## src/rtl/device_mux4.sv

```systemverilog
// device_mux4: one TG68 master onto four peripheral slaves.
// Unmapped or stalled accesses are answered locally so the CPU never hangs.
module device_mux4 #(
    parameter int          TIMEOUT   = 255,
    parameter logic [15:0] OPEN_DATA = 16'hFFFF
) (
    input  logic        clk,
    input  logic        reset_n,
    input  logic [15:0] master_write,
    output logic [15:0] master_read,
    input  logic [31:0] master_addr,
    input  logic        master_uds,
    input  logic        master_lds,
    output logic        master_ack,
    input  logic [15:0] slave1_read,
    output logic [15:0] slave1_write,
    output logic [23:0] slave1_addr,
    output logic        slave1_uds,
    output logic        slave1_lds,
    input  logic        slave1_ack,
    input  logic [15:0] slave2_read,
    output logic [15:0] slave2_write,
    output logic [7:0]  slave2_addr,
    output logic        slave2_uds,
    output logic        slave2_lds,
    input  logic        slave2_ack,
    input  logic [15:0] slave3_read,
    output logic [15:0] slave3_write,
    output logic [7:0]  slave3_addr,
    output logic        slave3_uds,
    output logic        slave3_lds,
    input  logic        slave3_ack,
    input  logic [15:0] slave4_read,
    output logic [15:0] slave4_write,
    output logic [7:0]  slave4_addr,
    output logic        slave4_uds,
    output logic        slave4_lds,
    input  logic        slave4_ack
);

    localparam int CW = $clog2(TIMEOUT + 2);
    localparam logic [CW-1:0] TO = CW'(TIMEOUT);

    typedef enum logic [1:0] {IDLE, ACTIVE, HOLD} state_t;

    state_t        state_q, state_d;
    logic [3:0]    sel_q, sel_d;
    logic [CW-1:0] cnt_q, cnt_d;
    logic          open_q, open_d;

    logic          req;
    logic [3:0]    dec_sel;
    logic [3:0]    act_sel;
    logic          slv_ack;
    logic [15:0]   slv_read;
    logic          unused_addr_hi;

    assign req            = master_uds | master_lds;
    assign unused_addr_hi = ^master_addr[31:24];

    // Broadcast write data and addresses; only strobes are gated.
    assign slave1_write = master_write;
    assign slave2_write = master_write;
    assign slave3_write = master_write;
    assign slave4_write = master_write;
    assign slave1_addr  = master_addr[23:0];
    assign slave2_addr  = master_addr[7:0];
    assign slave3_addr  = master_addr[7:0];
    assign slave4_addr  = master_addr[7:0];

    // Address decode; bit0=slave1 .. bit3=slave4, zero means unmapped.
    always_comb begin
        dec_sel = 4'b0000;
        if (!master_addr[23])
            dec_sel = 4'b0001;
        else if (master_addr[23:8] == 16'hFFFD)
            dec_sel = 4'b1000;
        else if (master_addr[23:8] == 16'hFFFE)
            dec_sel = 4'b0100;
        else if (master_addr[23:8] == 16'hFFFF)
            dec_sel = 4'b0010;
    end

    // Ack and read data of the latched slave.
    always_comb begin
        slv_ack  = |(sel_q & {slave4_ack, slave3_ack, slave2_ack, slave1_ack});
        slv_read = ({16{sel_q[0]}} & slave1_read)
                 | ({16{sel_q[1]}} & slave2_read)
                 | ({16{sel_q[2]}} & slave3_read)
                 | ({16{sel_q[3]}} & slave4_read);
    end

    // Next-state logic: decode in IDLE, wait/timeout in ACTIVE, hold ack in HOLD.
    always_comb begin
        state_d = state_q;
        sel_d   = sel_q;
        cnt_d   = cnt_q;
        open_d  = open_q;
        unique case (state_q)
            IDLE: begin
                if (req) begin
                    sel_d = dec_sel;
                    cnt_d = '0;
                    if (dec_sel == 4'b0000) begin
                        open_d  = 1'b1;
                        state_d = HOLD;
                    end else begin
                        open_d  = 1'b0;
                        state_d = ACTIVE;
                    end
                end
            end
            ACTIVE: begin
                if (!req) begin
                    state_d = IDLE;
                    sel_d   = 4'b0000;
                end else if (slv_ack) begin
                    state_d = HOLD;
                end else if (cnt_q == TO) begin
                    open_d  = 1'b1;
                    state_d = HOLD;
                end else begin
                    cnt_d = cnt_q + 1'b1;
                end
            end
            HOLD: begin
                if (!req) begin
                    state_d = IDLE;
                    sel_d   = 4'b0000;
                    open_d  = 1'b0;
                end
            end
            default: begin
                state_d = IDLE;
                sel_d   = 4'b0000;
                open_d  = 1'b0;
            end
        endcase
    end

    // State registers with synchronous active-high reset.
    always_ff @(posedge clk) begin
        if (reset_n) begin
            state_q <= IDLE;
            sel_q   <= 4'b0000;
            cnt_q   <= '0;
            open_q  <= 1'b0;
        end else begin
            state_q <= state_d;
            sel_q   <= sel_d;
            cnt_q   <= cnt_d;
            open_q  <= open_d;
        end
    end

    // Master-side outputs and gated slave strobes; all quiet during reset.
    always_comb begin
        act_sel     = 4'b0000;
        master_ack  = 1'b0;
        master_read = 16'h0000;
        if (!reset_n) begin
            unique case (state_q)
                IDLE: act_sel = dec_sel;
                ACTIVE: begin
                    act_sel     = sel_q;
                    master_ack  = slv_ack;
                    master_read = slv_read;
                end
                HOLD: begin
                    act_sel     = open_q ? 4'b0000 : sel_q;
                    master_ack  = 1'b1;
                    master_read = open_q ? OPEN_DATA : slv_read;
                end
                default: act_sel = 4'b0000;
            endcase
        end
        slave1_uds = act_sel[0] & master_uds;
        slave1_lds = act_sel[0] & master_lds;
        slave2_uds = act_sel[1] & master_uds;
        slave2_lds = act_sel[1] & master_lds;
        slave3_uds = act_sel[2] & master_uds;
        slave3_lds = act_sel[2] & master_lds;
        slave4_uds = act_sel[3] & master_uds;
        slave4_lds = act_sel[3] & master_lds;
    end

endmodule

```

## config.mk

```make
export PLATFORM = sky130hd
export DESIGN_NAME = device_mux4
export DESIGN_NICKNAME = d
export VERILOG_FILES = /design/src/rtl/device_mux4.sv
export SDC_FILE = /design/constraint.sdc
export NUM_CORES = 1
export LEC_CHECK = 0
export BUFFER_PORTS_ARGS = -buffer_cell sky130_fd_sc_hd__buf_4
export CAP_MARGIN = 15
export CORE_AREA = 2 2 100 102
export DETAILED_ROUTE_END_ITERATION = 10
export DIE_AREA = 0 0 102 104
export PLACE_DENSITY = 0.62
export SYNTH_ARGS = -nofsm -noshare
export SYNTH_HDL_FRONTEND = slang
export SYNTH_SLANG_ARGS = --single-unit
```

## constraint.sdc

```tcl
create_clock -name clk -period 3.5 [get_ports clk]
set_clock_uncertainty 0.2 [all_clocks]
set_input_delay 0.7 -clock clk [delete_from_list [all_inputs] [get_ports clk]]
set_output_delay 0.7 -clock clk [all_outputs]
set_load 0.01 [all_outputs]
```

## Yosys cells after proc, flatten, opt, wreduce, memory -nomap -nowiden

Index checks and enable logic that the tools add are counted.

| cells by class | value |
|---|---|
| $add $sub $neg | 1 |
| eq/ne operators | 14 |
| reduce and logical (&&, ||, !) cells | 9 |
| bitwise gates (word level) | 17 |
| multiplexer cells | 34 |

Operator list:

| kind | count |
|---|---|
| AND 16 bit | 4 |
| equality test 16 bit, second input constant | 3 |
| OR 16 bit | 3 |
| 2-to-1 mux 9 bit | 4 |
| 2-to-1 mux 16 bit | 2 |
| case mux 16 bit (2 select lines) | 1 |
| 2-to-1 mux 4 bit | 6 |
| case mux 9 bit (2 select lines) | 1 |
| 2-to-1 mux 2 bit | 7 |
| inequality test 2 bit, second input constant | 7 |
| case mux 4 bit (3 select lines) | 1 |
| AND reduction 5 bit | 2 |
| adder 9 x 1 -> 9 bit, second input constant | 1 |
| equality test 9 x 8 -> 1 bit, second input constant | 1 |
| AND 1 bit | 8 |
| case mux 4 bit (2 select lines) | 1 |
| 2-to-1 mux 1 bit | 7 |
| case mux 2 bit (3 select lines) | 1 |
| AND 4 bit | 1 |
| zero test 4 bit | 1 |
| inequality test 4 bit, second input constant | 1 |
| OR reduction 4 bit | 1 |
| 2-to-1 mux 3 bit | 1 |
| case mux 1 bit (3 select lines) | 1 |
| other kinds (9) | 9 |

| word-level totals | value |
|---|---|
| word-level logic and storage cells | 79 |
| output and inout port bits | 137 |
| bits of input ports | 120 |
| bits in registers | 16 |

## Logic depth before layout (Yosys ltp)

Gate-level depths: netlist of the first run.

| depth | value |
|---|---|
| depth in word-level cells | 9 |
| gate-level depth with buffers | 10 |
| depth with buffers taken out | 9 |

## Least setup slack after synthesis of the first run

OpenSTA, ideal clock, no wires.

| timing path | value |
|---|---|
| kind | input port to output port |
| start | in master_addr[22] |
| end | out slave2_lds |
| cell stages on the path | 4 |
| required time | 2600 ps |
| setup slack | 811 ps |
| arrival time | 1789 ps |
| buffers on the path | 0 |
| cells stage by stage | nand4_1 > nor4_1 > a32oi_1 > nor2_1 |

| between the ends | value |
|---|---|
| longest elaborated chain between the ends | 8 |
| elaborated cells on any way between the ends | 10 |
| classes of those cells | eq/ne (3); mux (6); bitwise (1) |

Ends and longest elaborated chain:

| item | line | source |
|---|---|---|
| start: declaration | 11 | `input logic [31:0] master_addr,` |
| equality test 16 bit | 80 | `else if (master_addr[23:8] == 16'hFFFF)` |
| 2-to-1 mux 2 bit | 80 |  |
| 2-to-1 mux 3 bit | 78 | `else if (master_addr[23:8] == 16'hFFFE)` |
| 2-to-1 mux 4 bit (*) | 76 | `else if (master_addr[23:8] == 16'hFFFD)` |
| 2-to-1 mux 4 bit (*) | 74 | `if (!master_addr[23])` |
| case mux 4 bit (3 select lines) (*) | 162 | `unique case (state_q)` |
| 2-to-1 mux 4 bit (*) | 161 | `if (!reset_n) begin` |
| AND 1 bit (*) | 180 | `slave2_lds = act_sel[1] & master_lds;` |
| end: declaration | 25 | `output logic slave2_lds,` |

Mark *: on every way between the ends. The rest lies on a longest branch, timed or not.

## Final worst setup path of the first run

| timing path | value |
|---|---|
| start | reg state_q[1] |
| end | out master_read[13] |

| between the ends | value |
|---|---|
| longest elaborated chain between the ends | 3 |
| elaborated cells on any way between the ends | 4 |
| classes of those cells | eq/ne (2); mux (2) |

Ends and longest elaborated chain:

| item | line | source |
|---|---|---|
| start: declaration | 46 | `state_t state_q, state_d;` |
| start signal: assignment | 149 | `state_q <= state_d;` |
| equality test 2 bit or equality test 2 x 1 -> 1 bit (tied branches) | 162 |  |
| case mux 16 bit (2 select lines) (*) | 162 |  |
| 2-to-1 mux 16 bit (*) | 161 |  |
| end: declaration | 10 | `output logic [15:0] master_read,` |

Marks and branches as above.

==> reports/metrics.cfg, run 1 <==
[outcome]
status = finished, final reports clean

[cts]
post-cts-setup-buffer-count = 0
cts_inserted_buffers = 3
h-tree-depth = 1
cts_sinks = 16
cts_tree = yes
cts_resized = 0
path_clk_slew_ns = 0.07
cts_root_buffer = clkbuf_8
insertion_delay_ns = 0.25
hold_buffers = 0
clk_path_buf_depth = 2

[worst_setup_path]
cp_max_fo = 15
reg2reg_depth = 9
worstSetupPathType = reg -> out
regToRegEndpoint = cnt_q[5]$_SDFFE_PP0P_
reg2reg_from = cnt_q[0]$_SDFFE_PP0P_
start_kind = flip-flop
startpoint = state_q[1]$_SDFFE_PP0P_
endpoint = master_read[13]
worstPathRequired_ns = 2.60
reg2reg_slack_ns = 0.79
crit_arrival_ns = 2.10
critPathCaptureType = output port

[final_layout]
synthToLayoutAreaGrowth_pct = 13.4
antennaDiodeCount = 0
drive_above_1_share_pct = 43.8
n_fill_cell = 1074
layout.cells.non_filler = 448
final_nets = 442

[timing]
grt_setup_unrepaired = no
hold_viol_final = 0
slew_viol_final = 0
setup_viol = 0
slew_headroom_pct = 48.1
worst_pin_slew_ns = 0.777
fmax_mhz = 333
fin_crit_ns = 3.00
min_period_over_period_pct = 85.8
setup_tns_ns = 0

[routing]
avgRoutedWirePerCell_um = 15.1
drc = 0
via_count = 2157
postRouteAntennaNets = 0
dr.pass1.iters = 4
dr.first_iter.drc_count = 97
drt-total-wl_mm = 6.77
drt-vias-per-instance = 4.81

[floorplanning]
num_rows = 36
fp.coreArea_sq_um = 9550
fp.dieW_um = 102
die_h_um = 104
io_pins = 257
start_util_pct = 23.8
dieArea_sq_um = 10600

[pwr]
p_per_area_nw_per_um2 = 262
ir_drop_v = 0.000161
leakagePower_nw = 1.08
power_w = 0.000675

[global_route]
grt_overflow = 0
grt_pass1_wl_mm = 10.2
grt_max_degree = 20
antenna_found_initial = 0
grt_pass1_vias = 2075
grt_util_all_layers_pct = 11.8

[job]
drv_cap = 0

[synth]
syn_area_sq_um = 2280
synth_fp_nets = 432
syn_area_per_cell_sq_um = 7.44
yosys_warnings = 0
synth_ff_type = dfxtp_1
synth_edf_count = 0
ys_seq_elements = 16
synth_area_leader_cell = buf_4
async_flop_share_pct = 0
ys_seq_area_share_pct = 14.1
synth_cell_types = 37
synthTopCellsByCount = buf_4, o21ai_0, a21oi_1
synth_cells = 306
synthTopCellsByArea = buf_4, dfxtp_1, a22o_1
synth_most_common_cell = buf_4
synth_top_area_share_pct = 37.3

[worst_hold_path]
hold_class = reg -> reg

[placed_design]
dp_hpwl_mm = 5.36
port_buffers = 128
place_inst = 444
gp_congestion = 0.797

## cell families after synthesis
kind of cell | Yosys count | share of synthesized area [%]
adder cells (fa/ha/maj) | 6 | 3.30
flip-flops | 16 | 14.1
AND/OR/NAND/NOR | 63 | 14.9
buffers and inverters | 131 | 40.4
AO/OA/AOI/OAI | 90 | 27.3
## how the worst min path moves through the flow
stage	depth (start not counted)	slack [ns]	startpoint	to
global route	2	0.30	cnt_q[7]$_SDFFE_PP0P_	cnt_q[7]$_SDFFE_PP0P_
global placement	2	0.26	cnt_q[8]$_SDFFE_PP0P_	cnt_q[8]$_SDFFE_PP0P_
finish	2	0.27	cnt_q[8]$_SDFFE_PP0P_	cnt_q[8]$_SDFFE_PP0P_
detailed placement	2	0.27	cnt_q[8]$_SDFFE_PP0P_	cnt_q[8]$_SDFFE_PP0P_
CTS	2	0.28	cnt_q[8]$_SDFFE_PP0P_	cnt_q[8]$_SDFFE_PP0P_
floorplan	2	0.25	cnt_q[7]$_SDFFE_PP0P_	cnt_q[7]$_SDFFE_PP0P_
## per-layer routing
metal	share of wire, %	vias up	track usage [%]
li1	-	1019	-
met1	38	982	13.8
met2	47	128	19.7
met3	12	28	3.97
met4	2.5	0	4.76
met5	0	-	0
## sequential cells by signal (all words and copies together), names as in the netlist
signal and count:
cnt_q 9, sel_q 4, state_q 2, open_q 1
## through the flow
step	cell area (sq um)	util [%]	hold slack, ns	setup WS (ns)
floorplan	2280	-	0.248	0.811
global placement	2520	26.4	0.264	0.760
detailed placement	2520	26.4	0.266	0.727
CTS	2580	27.0	0.275	0.519
global route	2580	27.0	0.299	0.305
finish	2580	27.0	0.271	0.495
## worst max-delay path: stages (launching register included)
cell and delay (ns):
dfxtp_1 0.38, inv_1 0.08, ha_1 0.31, nor2b_1 0.22
nand3_1 0.43, o21ai_0 0.25, buf_4 0.16
## layout by cell type, fill, tap and decap left out, types with 2 or more instances in the layout
cell and count:
nand4_1 6, or3_1 3, a21oi_1 20, buf_4 131, a221oi_1 15, inv_1 5
nand2_1 10, nand2b_1 3, ha_1 6, clkbuf_8 4, nand3_1 12, nor2_1 11
o31ai_1 3, nand3b_1 3, a21o_1 2, or4_1 3, dfxtp_1 16, a22oi_1 3
a22o_1 17, nor2b_1 4, nor4_1 3, a311oi_1 2, o21ai_0 21
## area by class of cell
| cell class | count | area (sq um) | share of cell area (%) |
|---|---|---|---|
| tap | 133 | 166 | 6.45 |
| multi-input combinational | 159 | 1040 | 40.2 |
| clock buffer | 4 | 55.1 | 2.13 |
| timing repair buffer | 131 | 983 | 38.1 |
| sequential | 16 | 320 | 12.4 |
| inverter | 5 | 18.8 | 0.727 |
## power breakdown
part / internal (W) / total [W] / switching [W] / leakage, nW
logic: 0.000151 / 0.000289 / 0.000138 / 0.923
registers: 0.000193 / 0.000215 / 0.0000224 / 0.130
clock network: 0.000100 / 0.000171 / 0.0000710 / 0.0288
total: 0.000444 / 0.000675 / 0.000231 / 1.08
No activity file was read; power rests on OpenSTA's default activity.
==> run 2: changes to the inputs <==
ABC_AREA = 1   (was not set)
CORE_AREA = 2 2 101 103   (was 2 2 100 102)
DIE_AREA = 0 0 103 105   (was 0 0 102 104)
PLACE_DENSITY = 0.65   (was 0.62)
==> run 2 against run 1 <==
Compared with the run above:
- global-route usage increased by 1.4 points
- synthesized cell count increased by 37%
- sequential cell count did not move
- utilization grew 2.9 points
- critical path type unchanged
==> reports/metrics.cfg, run 2 <==
[outcome]
status = finished, final reports clean

[global_route]
grt_overflow = 0
grt_use_met1_pct = 15.5
grt_util_all_layers_pct = 13.3
grt_pass1_vias = 2399
grt_pass1_wl_mm = 11.6
grtUsageMet2_pct = 24.1
grt_max_degree = 19
antenna_found_initial = 2
gr-usage-met3_pct = 2.41
grt_most_used_layer = met2

[synth]
synth_cell_types = 26
synth_fp_nets = 545
async_flop_share_pct = 0
synthTopCellsByCount = buf_4, nand2_1, nor2_1
syn_area_per_cell_sq_um = 6.24
synth_cells = 419
synthTopCellsByArea = buf_4, nand2_1, dfxtp_1
synth_edf_count = 0
yosys_warnings = 0
synth_most_common_cell = buf_4
ys_seq_elements = 16
ys_seq_area_share_pct = 12.2
syn_area_sq_um = 2620
synth_top_area_share_pct = 32.2
synth_area_leader_cell = buf_4
synth_ff_type = dfxtp_1

[floorplanning]
fp.dieW_um = 103
num_rows = 36
io_pins = 257
fp.coreArea_sq_um = 9640
start_util_pct = 27.1
die_h_um = 105
dieArea_sq_um = 10800

[routing]
dr.pass1.iters = 4
avgRoutedWirePerCell_um = 13.5
via_count = 2536
drt-total-wl_mm = 7.60
postRouteAntennaNets = 0
drc = 0
dr.first_iter.drc_count = 226
drt-vias-per-instance = 4.50

[timing]
fmax_mhz = 330
hold_ws_ns = 0.262
setup_viol = 0
slew_headroom_pct = 56.8
hold_viol_final = 0
min_period_over_period_pct = 86.5
fin_crit_ns = 3.03
grt_setup_unrepaired = no
slew_viol_final = 0
setup_tns_ns = 0
worst_pin_slew_ns = 0.647

[worst_setup_path]
crit_arrival_ns = 2.13
critPathCaptureType = output port
reg2reg_slack_ns = 1.32
reg2reg_from = cnt_q[0]$_SDFFE_PP0P_
cp_max_fo = 15
start_kind = flip-flop
worstPathRequired_ns = 2.60
regToRegEndpoint = cnt_q[6]$_SDFFE_PP0P_
reg2reg_depth = 11
worstSetupPathType = reg -> out

[pwr]
ir_drop_v = 0.000227
leakagePower_nw = 1.41
power_w = 0.00121
p_per_area_nw_per_um2 = 419

[cts]
cts_root_buffer = clkbuf_8
insertion_delay_ns = 0.25
clk_path_buf_depth = 2
cts_inserted_buffers = 3
path_clk_slew_ns = 0.06
h-tree-depth = 1
hold_buffers = 0
cts_tree = yes
cts_sinks = 16

[final_layout]
layout_common_cells = buf_4, nand2_1, nor2_1
final_common_cell = buf_4
synthToLayoutAreaGrowth_pct = 10.2
largest_reg_flops = 9
reg_top3 = cnt_q x9, sel_q x4, state_q x2
finalInstanceArea_sq_um = 2880
drive_above_1_share_pct = 34.8
final_nets = 556
n_fill_cell = 1104
regMostFlops = cnt_q

[worst_hold_path]
hold_class = reg -> reg
holdPathStages = 2
hold_end = cnt_q[8]$_SDFFE_PP0P_
hold_path.startpoint = cnt_q[8]$_SDFFE_PP0P_

[placed_design]
gp_congestion = 0.826
placed_area_sq_um = 2830
port_buffers = 128
dp_hpwl_mm = 6.27

[job]
drv_cap = 0

==> run 2: cell count changes after synthesis, moves of 4 or more <==
| cell | before | now |
|---|---|---|
| nand2_1 | 10 | 105 |
| inv_1 | 5 | 25 |
| o21ai_0 | 21 | 25 |
| nand2_4 | 0 | 4 |
| nor2_1 | 11 | 37 |
| nand2_2 | 0 | 5 |
| nor2b_1 | 4 | 0 |
| a22o_1 | 17 | 0 |
| buf_6 | 0 | 6 |
| nor3_1 | 1 | 6 |
==> run 2: final cells by class <==
cell class	count	area (sq um)	share of cell area (%)
multi-input cells	250	1250	43.5
repair buffers	132	991	34.4
flip-flops and latches	16	320	11.1
well taps	133	166	5.77
inverters	27	104	3.60
clock buffers	3	41.3	1.43
diodes	2	5.00	0.174
==> run 2: worst max-delay path by stage <==
stage	depth (start not counted)	slack, ns	from	to
floorplan	4	1.13	reset_n	master_read[1]
global placement	5	0.51	state_q[1]$_SDFFE_PP0P_	master_read[2]
detailed placement	5	0.41	state_q[1]$_SDFFE_PP0P_	master_read[2]
CTS	5	0.14	state_q[1]$_SDFFE_PP0P_	master_read[2]
global route	7	0.29	state_q[0]$_SDFFE_PP0P_	master_read[11]
finish	7	0.47	state_q[0]$_SDFFE_PP0P_	master_read[13]
==> run 2: stage by stage <==
| stage | setup slack, ns | utilization [%] | instances |
|---|---|---|---|
| floorplan | 1.13 | - | 419 |
| global placement | 0.508 | 29.4 | 558 |
| detailed placement | 0.415 | 29.4 | 558 |
| CTS | 0.142 | 29.8 | 561 |
| global route | 0.287 | 29.9 | 561 |
| finish | 0.473 | 29.9 | 563 |
==> run 2: kinds of logic (layout without fill, tap and decap cells) <==
logic type,count (synthesis),in the layout,synth area share [%]
and+or+nand+nor,177,177,28.5
other,0,2,0
buffers and inverters,153,162,39.9
AOI/OAI and AO/OA,66,66,16.1
xor gates and xnor gates,1,1,0.335
adders and majority gates,6,6,2.87
DFF,16,16,12.2
==> run 2: layer usage <==
metal	up-vias	share of wire [%]
li1	1269	-
met1	1126	40
met2	131	47
met5	-	0
met4	0	1.7
met3	10	11
==> run 2: power by group <==
part	total, W	internal, W	switching [W]	leakage [nW]
Clock	0.000137	0.0000763	0.0000607	0.0216
Combinational	0.000804	0.000317	0.000487	1.26
Sequential	0.000268	0.000222	0.0000455	0.131
Total	0.00121	0.000616	0.000593	1.41
==> run 2: worst max-delay path: stages, from the launching register on <==
cell and delay (ns):
dfxtp_1 0.37, inv_1 0.09, ha_1 0.28, inv_1 0.05, nor2_1 0.19, nand3_1 0.46
o21ai_0 0.27, buf_4 0.16
==> run 2: what timing repair did <==
action,CTS,global route
gates resized for setup,0,1
setup endpoints to repair,0,2
buffers inserted,0,0
